### config.mk
export PLATFORM = sky130hd
export DESIGN_NAME = rf_writeback_port
export DESIGN_NICKNAME = d
export VERILOG_FILES = /design/src/rtl/rf_wb_pkg.sv /design/src/rtl/rf_wb_fifo.sv /design/src/rtl/rf_writeback_port.sv
export SDC_FILE = /design/constraint.sdc
export NUM_CORES = 1
export LEC_CHECK = 0
export BUFFER_PORTS_ARGS = -buffer_cell sky130_fd_sc_hd__buf_2
export CAP_MARGIN = 20
export CORE_MARGIN = 5
export CORE_UTILIZATION = 30
export DETAILED_ROUTE_END_ITERATION = 16
export GPL_TIMING_DRIVEN = 1
export PLACE_DENSITY = 0.47
export SLEW_MARGIN = 20
export SYNTH_ARGS = -nofsm -noshare
export SYNTH_HDL_FRONTEND = slang
export SYNTH_HIERARCHICAL = 1
export SYNTH_SLANG_ARGS = --single-unit
export TNS_END_PERCENT = 20
### constraint.sdc
create_clock -name clk -period 4.2 [get_ports clk]
set_clock_uncertainty 0.15 [all_clocks]
set_input_delay 0 -clock clk [delete_from_list [all_inputs] [get_ports clk]]
set_output_delay 0 -clock clk [all_outputs]
set_load 0.1 [all_outputs]
### src/rtl/rf_wb_pkg.sv
`default_nettype none
// ============================================================================
// Module   : rf_wb_pkg
// Brief    : Shared types for the register-file writeback port.
// Revision : 1.0
// ============================================================================
package rf_wb_pkg;

  localparam int XLEN = 32;
  localparam int NREG = 32;

  typedef struct packed {
    logic            valid;
    logic [4:0]      rd;
    logic [XLEN-1:0] data;
  } rf_wr_t;

endpackage
`default_nettype wire

### src/rtl/rf_wb_fifo.sv
`default_nettype none
// ============================================================================
// Module   : rf_wb_fifo
// Brief    : In-order synchronous FIFO of rf_wr_t with count/full/empty.
// Revision : 1.0
// ============================================================================
module rf_wb_fifo
  import rf_wb_pkg::*;
#(
  parameter int DEPTH = 4,
  localparam int AW = $clog2(DEPTH)
)(
  input  logic        clk,
  input  logic        rst,
  input  logic        i_push,
  input  rf_wr_t      i_wdata,
  input  logic        i_pop,
  output rf_wr_t      o_rdata,
  output logic [AW:0] o_count,
  output logic        o_full,
  output logic        o_empty
);

  rf_wr_t        r_mem [DEPTH];
  logic [AW-1:0] r_wptr;
  logic [AW-1:0] r_rptr;
  logic [AW:0]   r_count;

  always_ff @(posedge clk) begin
    if (i_push) begin
      r_mem[r_wptr] <= i_wdata;
    end
  end

  // DEPTH is a power of two, so pointer overflow is the modulo wrap.
  always_ff @(posedge clk or posedge rst) begin
    if (rst) begin
      r_wptr  <= '0;
      r_rptr  <= '0;
      r_count <= '0;
    end else begin
      if (i_push) r_wptr <= r_wptr + AW'(1);
      if (i_pop)  r_rptr <= r_rptr + AW'(1);
      case ({i_push, i_pop})
        2'b10:   r_count <= r_count + (AW+1)'(1);
        2'b01:   r_count <= r_count - (AW+1)'(1);
        default: r_count <= r_count;
      endcase
    end
  end

  assign o_rdata = r_mem[r_rptr];
  assign o_count = r_count;
  assign o_full  = (r_count == (AW+1)'(DEPTH));
  assign o_empty = (r_count == '0);

endmodule
`default_nettype wire

### src/rtl/rf_writeback_port.sv
`default_nettype none
// ============================================================================
// Module   : rf_writeback_port
// Brief    : Single RF write port arbiter (ALU > queued load > bypass load)
//            with load-destination scoreboard. Optional macro WB_STALL_CNT_EN
//            adds o_stall_cnt.
// Revision : 1.0
// ============================================================================
module rf_writeback_port
  import rf_wb_pkg::*;
#(
  parameter int XLEN   = rf_wb_pkg::XLEN,
  parameter int QDEPTH = 4
)(
  input  logic            clk,
  input  logic            rst,
  input  logic            i_alu_valid,
  input  logic [4:0]      i_alu_rd,
  input  logic [XLEN-1:0] i_alu_data,
  input  logic            i_lsu_issue,
  input  logic [4:0]      i_lsu_issue_rd,
  input  logic            i_lsu_rsp_valid,
  output logic            o_lsu_rsp_ready,
  input  logic [4:0]      i_lsu_rsp_rd,
  input  logic [XLEN-1:0] i_lsu_rsp_data,
  output logic            o_rf_load,
  output logic [4:0]      o_rf_dest,
  output logic [XLEN-1:0] o_rf_in,
`ifdef WB_STALL_CNT_EN
  output logic [31:0]     o_stall_cnt,
`endif
  output logic [NREG-1:0] o_pending
);

  localparam int QCW = $clog2(QDEPTH) + 1;

  rf_wr_t          w_head;
  rf_wr_t          w_rsp;
  rf_wr_t          w_win;
  logic [QCW-1:0]  w_count;
  logic            w_full;
  logic            w_empty;
  logic            w_alu_win;
  logic            w_accept;
  logic            w_rsp_keep;
  logic            w_pop;
  logic            w_bypass;
  logic            w_push;
  logic [NREG-1:0] w_clr;
  logic [NREG-1:0] w_set;

  logic            r_load;
  logic [4:0]      r_dest;
  logic [XLEN-1:0] r_data;
  logic [NREG-1:0] r_pending;

  assign o_lsu_rsp_ready = (w_count != QCW'(QDEPTH));
  assign w_accept        = i_lsu_rsp_valid && o_lsu_rsp_ready;
  // Responses to x0 are consumed here and never reach the queue.
  assign w_rsp_keep      = w_accept && (i_lsu_rsp_rd != 5'd0);
  assign w_alu_win       = i_alu_valid && (i_alu_rd != 5'd0);
  assign w_rsp           = '{valid: 1'b1, rd: i_lsu_rsp_rd, data: i_lsu_rsp_data};

  always_comb begin
    w_win    = '0;
    w_pop    = 1'b0;
    w_bypass = 1'b0;
    if (w_alu_win) begin
      w_win = '{valid: 1'b1, rd: i_alu_rd, data: i_alu_data};
    end else if (!w_empty) begin
      w_win = w_head;
      w_pop = 1'b1;
    end else if (w_rsp_keep) begin
      w_win    = w_rsp;
      w_bypass = 1'b1;
    end
  end

  assign w_push = w_rsp_keep && !w_bypass && !w_full;

  rf_wb_fifo #(
    .DEPTH (QDEPTH)
  ) u_fifo (
    .clk     (clk),
    .rst     (rst),
    .i_push  (w_push),
    .i_wdata (w_rsp),
    .i_pop   (w_pop),
    .o_rdata (w_head),
    .o_count (w_count),
    .o_full  (w_full),
    .o_empty (w_empty)
  );

  always_ff @(posedge clk or posedge rst) begin
    if (rst) begin
      r_load <= 1'b0;
      r_dest <= '0;
      r_data <= '0;
    end else begin
      r_load <= w_win.valid;
      if (w_win.valid) begin
        r_dest <= w_win.rd;
        r_data <= w_win.data;
      end
    end
  end

  // Set is applied after clear so a same-cycle re-issue keeps the bit high.
  assign w_clr = (w_pop || w_bypass) ? (NREG'(1) << w_win.rd) : '0;
  assign w_set = i_lsu_issue ? (NREG'(1) << i_lsu_issue_rd) : '0;

  always_ff @(posedge clk or posedge rst) begin
    if (rst) begin
      r_pending <= '0;
    end else begin
      r_pending <= ((r_pending & ~w_clr) | w_set) & ~NREG'(1);
    end
  end

  assign o_rf_load = r_load;
  assign o_rf_dest = r_dest;
  assign o_rf_in   = r_data;
  assign o_pending = r_pending;

`ifdef WB_STALL_CNT_EN
  logic [31:0] r_stall_cnt;

  always_ff @(posedge clk or posedge rst) begin
    if (rst) begin
      r_stall_cnt <= '0;
    end else if (w_alu_win && !w_empty && (r_stall_cnt != '1)) begin
      r_stall_cnt <= r_stall_cnt + 32'd1;
    end
  end

  assign o_stall_cnt = r_stall_cnt;
`endif

endmodule
`default_nettype wire

Word level (Yosys, flattened, before mapping)

Memories as Yosys holds them, arrays and structs flattened.
Cells that the tools add are included.

Flip-flop bits (word level): 76
Memory bits (writable): 148
Input bits: 84
Logic and storage cells: 46
Memories: 1

Add/subtract/negate cells: 4
Equal/unequal tests: 4
Shift operators: 2
Muxes and demuxes: 13
Bitwise operators: 3
Reductions and logical operators: 12

Memories:

| memory       | depth | bits a word | rd ports | clocked after Yosys merged registers in | wr ports | line             | source |
|---|---|---|---|---|---|---|---|
| u_fifo.r_mem | 4     | 37          | 1        | 0                                       | 1        | rf_wb_fifo.sv:24 | `rf_wr_t r_mem [DEPTH];` |

Operator list:

| operator               | count |
|---|---|
| $mux W38               | 3 |
| $mux W32               | 2 |
| $shl A1 B5 Y32 const A | 2 |
| $and A32 B32 Y32       | 1 |
| $not A32 Y32           | 1 |
| $or A32 B32 Y32        | 1 |
| $reduce_bool A5 Y1     | 2 |
| $mux W1                | 7 |
| $pmux W3 S2            | 1 |
| $logic_and A1 B1 Y1    | 5 |
| $add A2 B1 Y2 const B  | 2 |
| $add A3 B1 Y3 const B  | 1 |
| $eq A3 B3 Y1 const B   | 1 |
| $logic_not A3 Y1       | 1 |
| $ne A3 B3 Y1 const B   | 1 |
| $sub A3 B1 Y3 const B  | 1 |
| $eq A2 B1 Y1 const B   | 1 |
| $eq A2 B2 Y1 const B   | 1 |
| $logic_not A1 Y1       | 2 |
| $reduce_bool A2 Y1     | 1 |
| $logic_or A1 B1 Y1     | 1 |

Logic depth before layout (Yosys ltp)

Depth after elaboration: 11
Depth in mapped cells: 14

Hierarchy

The synthesis kept the hierarchy.

Modules (own cells, without submodules):

| module            | instances | cells an instance | area each (um2) |
|---|---|---|---|
| rf_wb_fifo        | 1         | 236               | 5,933.2 |
| rf_writeback_port | 1         | 402               | 3,661.0 |

Least setup slack after synthesis

Ideal clock, no wire load.

Path type: reg2reg
Start: register u_fifo.r_count[2] (netlist: u_fifo/o_count[2])
End: memory u_fifo/r_mem[0][0] (netlist bit) (enable)
Arrival time: 3.386 ns
Slack: 0.266 ns
Cell stages (with the launch flop): 6
Buffers on the path: 0
Clock period less this slack: 3.934 ns
Cell sequence: dfrtp_1 -> nor3b_4 -> inv_1 -> nand2_1 -> a2111oi_0 -> and2_1

Word-level cells in the longest chain between the ends: 11
Elaborated cells on any way between the ends: 14
Those cells by class: eq/ne (2); mux (5); reduce/logical (7)

RTL lines:

| what                               | line                    | source |
|---|---|---|
| start, declared                    | rf_wb_fifo.sv:27        | `logic [AW:0] r_count;` |
| start signal, assigned             | rf_wb_fifo.sv:45        | `2'b10: r_count <= r_count + (AW+1)'(1);` |
| start signal, assigned             | rf_wb_fifo.sv:46        | `2'b01: r_count <= r_count - (AW+1)'(1);` |
| start signal, assigned             | rf_wb_fifo.sv:47        | `default: r_count <= r_count;` |
| $ne A3 B3 Y1 *                     | rf_writeback_port.sv:57 | `assign o_lsu_rsp_ready = (w_count != QCW'(QDEPTH));` |
| net o_lsu_rsp_ready                | rf_writeback_port.sv:23 | `output logic o_lsu_rsp_ready,` |
| $logic_and A1 B1 Y1 *              | rf_writeback_port.sv:58 | `assign w_accept = i_lsu_rsp_valid && o_lsu_rsp_ready;` |
| $logic_and A1 B1 Y1 *              | rf_writeback_port.sv:60 | `assign w_rsp_keep = w_accept && (i_lsu_rsp_rd != 5'd0);` |
| $mux W1                            | rf_writeback_port.sv:73 | `end else if (w_rsp_keep) begin` |
| $mux W1                            | rf_writeback_port.sv:70 | `end else if (!w_empty) begin` |
| $mux W1                            | rf_writeback_port.sv:68 | `if (w_alu_win) begin` |
| $logic_not A1 Y1                   | rf_writeback_port.sv:79 | `assign w_push = w_rsp_keep && !w_bypass && !w_full;` |
| $logic_and A1 B1 Y1 * (2 in a row) | rf_writeback_port.sv:79 |  |
| net w_push                         | rf_writeback_port.sv:48 | `logic w_push;` |
| $mux W1 *                          | rf_wb_fifo.sv:30        | `if (i_push) begin` |
| $mux W1 (implied by the code) *    | rf_wb_fifo.sv:31        | `r_mem[r_wptr] <= i_wdata;` |
| end, declared                      | rf_wb_fifo.sv:24        |  |

The timed path passes the listed nets; every way through them passes the cells marked *.

Worst setup path after layout

Start: register u_fifo.r_count[0] (netlist: u_fifo/o_count[0])
End: register r_pending[24] (netlist: o_pending[24])

Elaborated cells on any way between the ends: 18
Those cells by class: eq/ne (1); shift (1); mux (9); bitwise (3); reduce/logical (4)

RTL lines:

| what                                                        | line                     | source |
|---|---|---|
| $logic_not A3 Y1 *                                          | rf_wb_fifo.sv:55         | `assign o_empty = (r_count == '0);` |
| net w_empty                                                 | rf_writeback_port.sv:42  | `logic w_empty;` |
| $mux W38 / $mux W1 (equally long branches)                  | rf_writeback_port.sv:70  |  |
| $mux W38 / $mux W1 (equally long branches)                  | rf_writeback_port.sv:68  |  |
| $shl A1 B5 Y32 / $logic_or A1 B1 Y1 (equally long branches) | rf_writeback_port.sv:110 | `assign w_clr = (w_pop \|\| w_bypass) ? (NREG'(1) << w_win.rd) : '0;` |
| $mux W32 *                                                  | rf_writeback_port.sv:110 |  |
| $not A32 Y32 *                                              | rf_writeback_port.sv:117 | `r_pending <= ((r_pending & ~w_clr) \| w_set) & ~NREG'(1);` |
| $and A32 B32 Y32 *                                          | rf_writeback_port.sv:117 |  |
| $or A32 B32 Y32 *                                           | rf_writeback_port.sv:117 |  |
| end signal, assigned                                        | rf_writeback_port.sv:117 |  |
| end, declared                                               | rf_writeback_port.sv:55  | `logic [NREG-1:0] r_pending;` |

Marks and branches as above.
A chain may end at the register's enable or synchronous reset.

==> results.toml <==
[sta]
finalSetupTns_ns = 0
fmax_ghz = 0.308
setup_viol = 0
holdWs_ns = -0.0107
rsz0062_at_grt = "false"
period_needed_ns = 3.25
finalMaxSlewViolations = 0
worst_slack_ns = 0.950
finalCritPeriodShare = 0.774
finalHoldViolCount = 6
slew_headroom = 0.426
tightest_slew_ns = 0.859

[floorplanning]
start_util = 0.304
fp.dieW_um = 189
fp.dieH_um = 189
std_cell_rows = 65
ioPinCount = 155
die_area_um2 = 35700
core-area_um2 = 31600

[critical_path]
required_ns = 4.52
end_kind = "register"
crit_type = "register to register"
critPathMaxFanout = 46
cp.arrival_ns = 3.57
cp-start-kind = "register"

[synthesis]
synth_top_area_frac = 0.476
synthCells = 638
synth-main-ff-cell = "edfxtp_1"
synthArstFlopShare = 0.333
synth_area_leaders = "edfxtp_1 (48%), dfrtp_1 (20%), mux4_2 (8.9%), a221oi_1 (2.9%), nor3b_1 (2.5%)"
synth_edf_count = 152
seq_area_frac_synth = 0.674
ys_warn_count = 6
synth-seq-cells = 228
yosysUniqueCellTypes = 52
syn_area_um2 = 9590
syn_avg_cell_area_um2 = 15.0
synth_top_area_cell = "edfxtp_1"

[grt]
grt_pass1_wl_mm = 39.9
grt_pass1_vias = 6752
grt_start_max_net_pins = 47
grt_overflow_total = 0
grt_usage = 0.140
antenna_found_initial = 0

[clock_tree]
cts_resized = 0
cts_tree = "built"
clock_latency_ns = 0.53
cts_root_buf = "clkbuf_16"
cts.path.max_buffers = 3
numCtsBuffers = 26
clock_sinks = 228
clk_pin_slew_ns = 0.06
htreeDepth = 1

[final_layout]
final_area_um2 = 12600
antenna_cells = 0
drive_gt1_frac = 0.289
syn2layout_area_growth_pct = 31.1
nets = 979
final_cells = 1311

[route]
num_vias = 6499
wire_per_inst_um = 19.3
vias_per_cell = 4.96
drt_iter0_markers = 362
first_pass_iters = 4
drc = 0
totalWireLength_mm = 25.4
postRouteAntennaNets = 0

[placement]
place_area_um2 = 10800
io_buffers = 153
dp_hpwl_mm = 15.8
gp_congestion = 0.747
place_inst = 1170
post-place-ws_ns = 1.24

[run_status]
outcome = "finished with violations"
violations = "negative hold slack"

[worst_hold_path]
holdCritPathClass = "primary input to asynchronous set/reset pin"

[flow_run]
drv_cap = 0
[sequential cells by signal, summed over array words and instances (netlist names)]
name            count
u_fifo/o_count      3
u_fifo/r_wptr       2
u_fifo/r_rptr       2
o_rf_in            32
o_rf_load           1
o_rf_dest           5
u_fifo/r_mem      152
o_pending          31
[synth_stat cells, types with 3 or more instances]
master / count
a221oi_1: 32
o31ai_1: 17
nor2_1: 45
nand4_1: 3
mux4_2: 38
buf_2: 15
inv_1: 18
ha_1: 5
buf_12: 4
nor3b_1: 32
xor2_1: 4
a22oi_1: 3
nand2_1: 63
and2_1: 4
o22ai_1: 3
clkbuf_1: 16
o21ai_0: 5
nand3_1: 8
edfxtp_1: 152
nor3_1: 3
dfrtp_1: 76
mux2i_1: 3
o41ai_1: 10
a21oi_1: 36
nand2b_1: 4
a22o_1: 4
[logic make-up (layout without fill, tap and decap cells)]
kind of cell,Yosys count,in the layout,synth area share
DFF,228,228,0.674
and+or+nand+nor,175,175,0.0913
AOI/OAI and AO/OA,119,119,0.0906
buffers and inverters,59,327,0.0342
muxes,43,43,0.0951
adders and majority gates,6,6,0.00861
xor gates and xnor gates,6,6,0.00548
other,2,5,0.000783
[worst paths after layout]
check / endpoint / cells after the start / slack [ns] / from
min in group clk: u_fifo/r_mem[2][3]$_DFFE_PP_ / 2 / 0.09 / i_lsu_rsp_data[3]
min: o_rf_in[18]$_DFFE_PP0P_ / 3 / -0.01 / rst
max reg2reg: o_pending[24]$_DFF_PP0_ / 8 / 0.95 / u_fifo/o_count[0]$_DFFE_PP0P_
min reg2reg: o_pending[29]$_DFF_PP0_ / 1 / 0.35 / o_pending[29]$_DFF_PP0_
max: o_pending[24]$_DFF_PP0_ / 8 / 0.95 / u_fifo/o_count[0]$_DFFE_PP0P_
max in group asynchronous: o_rf_load$_DFF_PP0_ / 4 / 2.98 / rst
[placed cells by master (no fill, tap or decap), types with 5 or more instances in the layout]
cell type and instances:
buf_2 153, edfxtp_1 152, dlygate4sd3_1 93, dfrtp_1 74
nand2_1 63, nor2_1 44, mux4_2 38, a21oi_1 36
nor3b_1 32, a221oi_1 32, clkbuf_16 26, inv_1 17
o31ai_1 17, buf_4 11, o41ai_1 10, clkbuf_1 9
clkinv_2 8, nand3_1 7, o21ai_0 5, conb_1 5
ha_1 5
[cell type report]
class | count | area (um^2)
clock buffers | 39 | 739
clock inverters | 9 | 95.1
fillers | 3013 | 19000
inverters | 18 | 68.8
multi-input cells | 354 | 2840
flip-flops and latches | 228 | 6470
well taps | 402 | 503
repair buffers | 261 | 1860
[stage by stage]
step	utilization	hold slack, ns
floorplan	-	-0.347
global route	0.399	0.0682
CTS	0.399	0.00853
detailed placement	0.343	-0.166
global placement	0.343	-0.157
finish	0.399	-0.0107
[what timing repair did]
item	4_1_cts	5_1_grt
hold endpoints to repair	262	0
setup buffers	0	0
hold buffers	93	0
[critical path: stages, from the launching register on]
cell and delay [ns]:
dfrtp_1 0.44, nor3_2 0.23, buf_4 0.50, nand3_1 0.14, o22ai_1 0.32, a22o_1 0.61, o41ai_1 0.16, nand2_1 0.08
dlygate4sd3_1 0.54
[metal layers]
| layer | vias up | global-route usage | part of all wire |
|---|---|---|---|
| li1 | 2973 | - | - |
| met1 | 3279 | 0.202 | 0.47 |
| met2 | 209 | 0.225 | 0.46 |
| met3 | 38 | 0.0235 | 0.053 |
| met4 | 0 | 0.0291 | 0.018 |
| met5 | - | 0 | 0 |
Power is left out: the tool's default activity adds up to more than one toggle a clock period on the data nets, which glitch-free logic cannot reach.
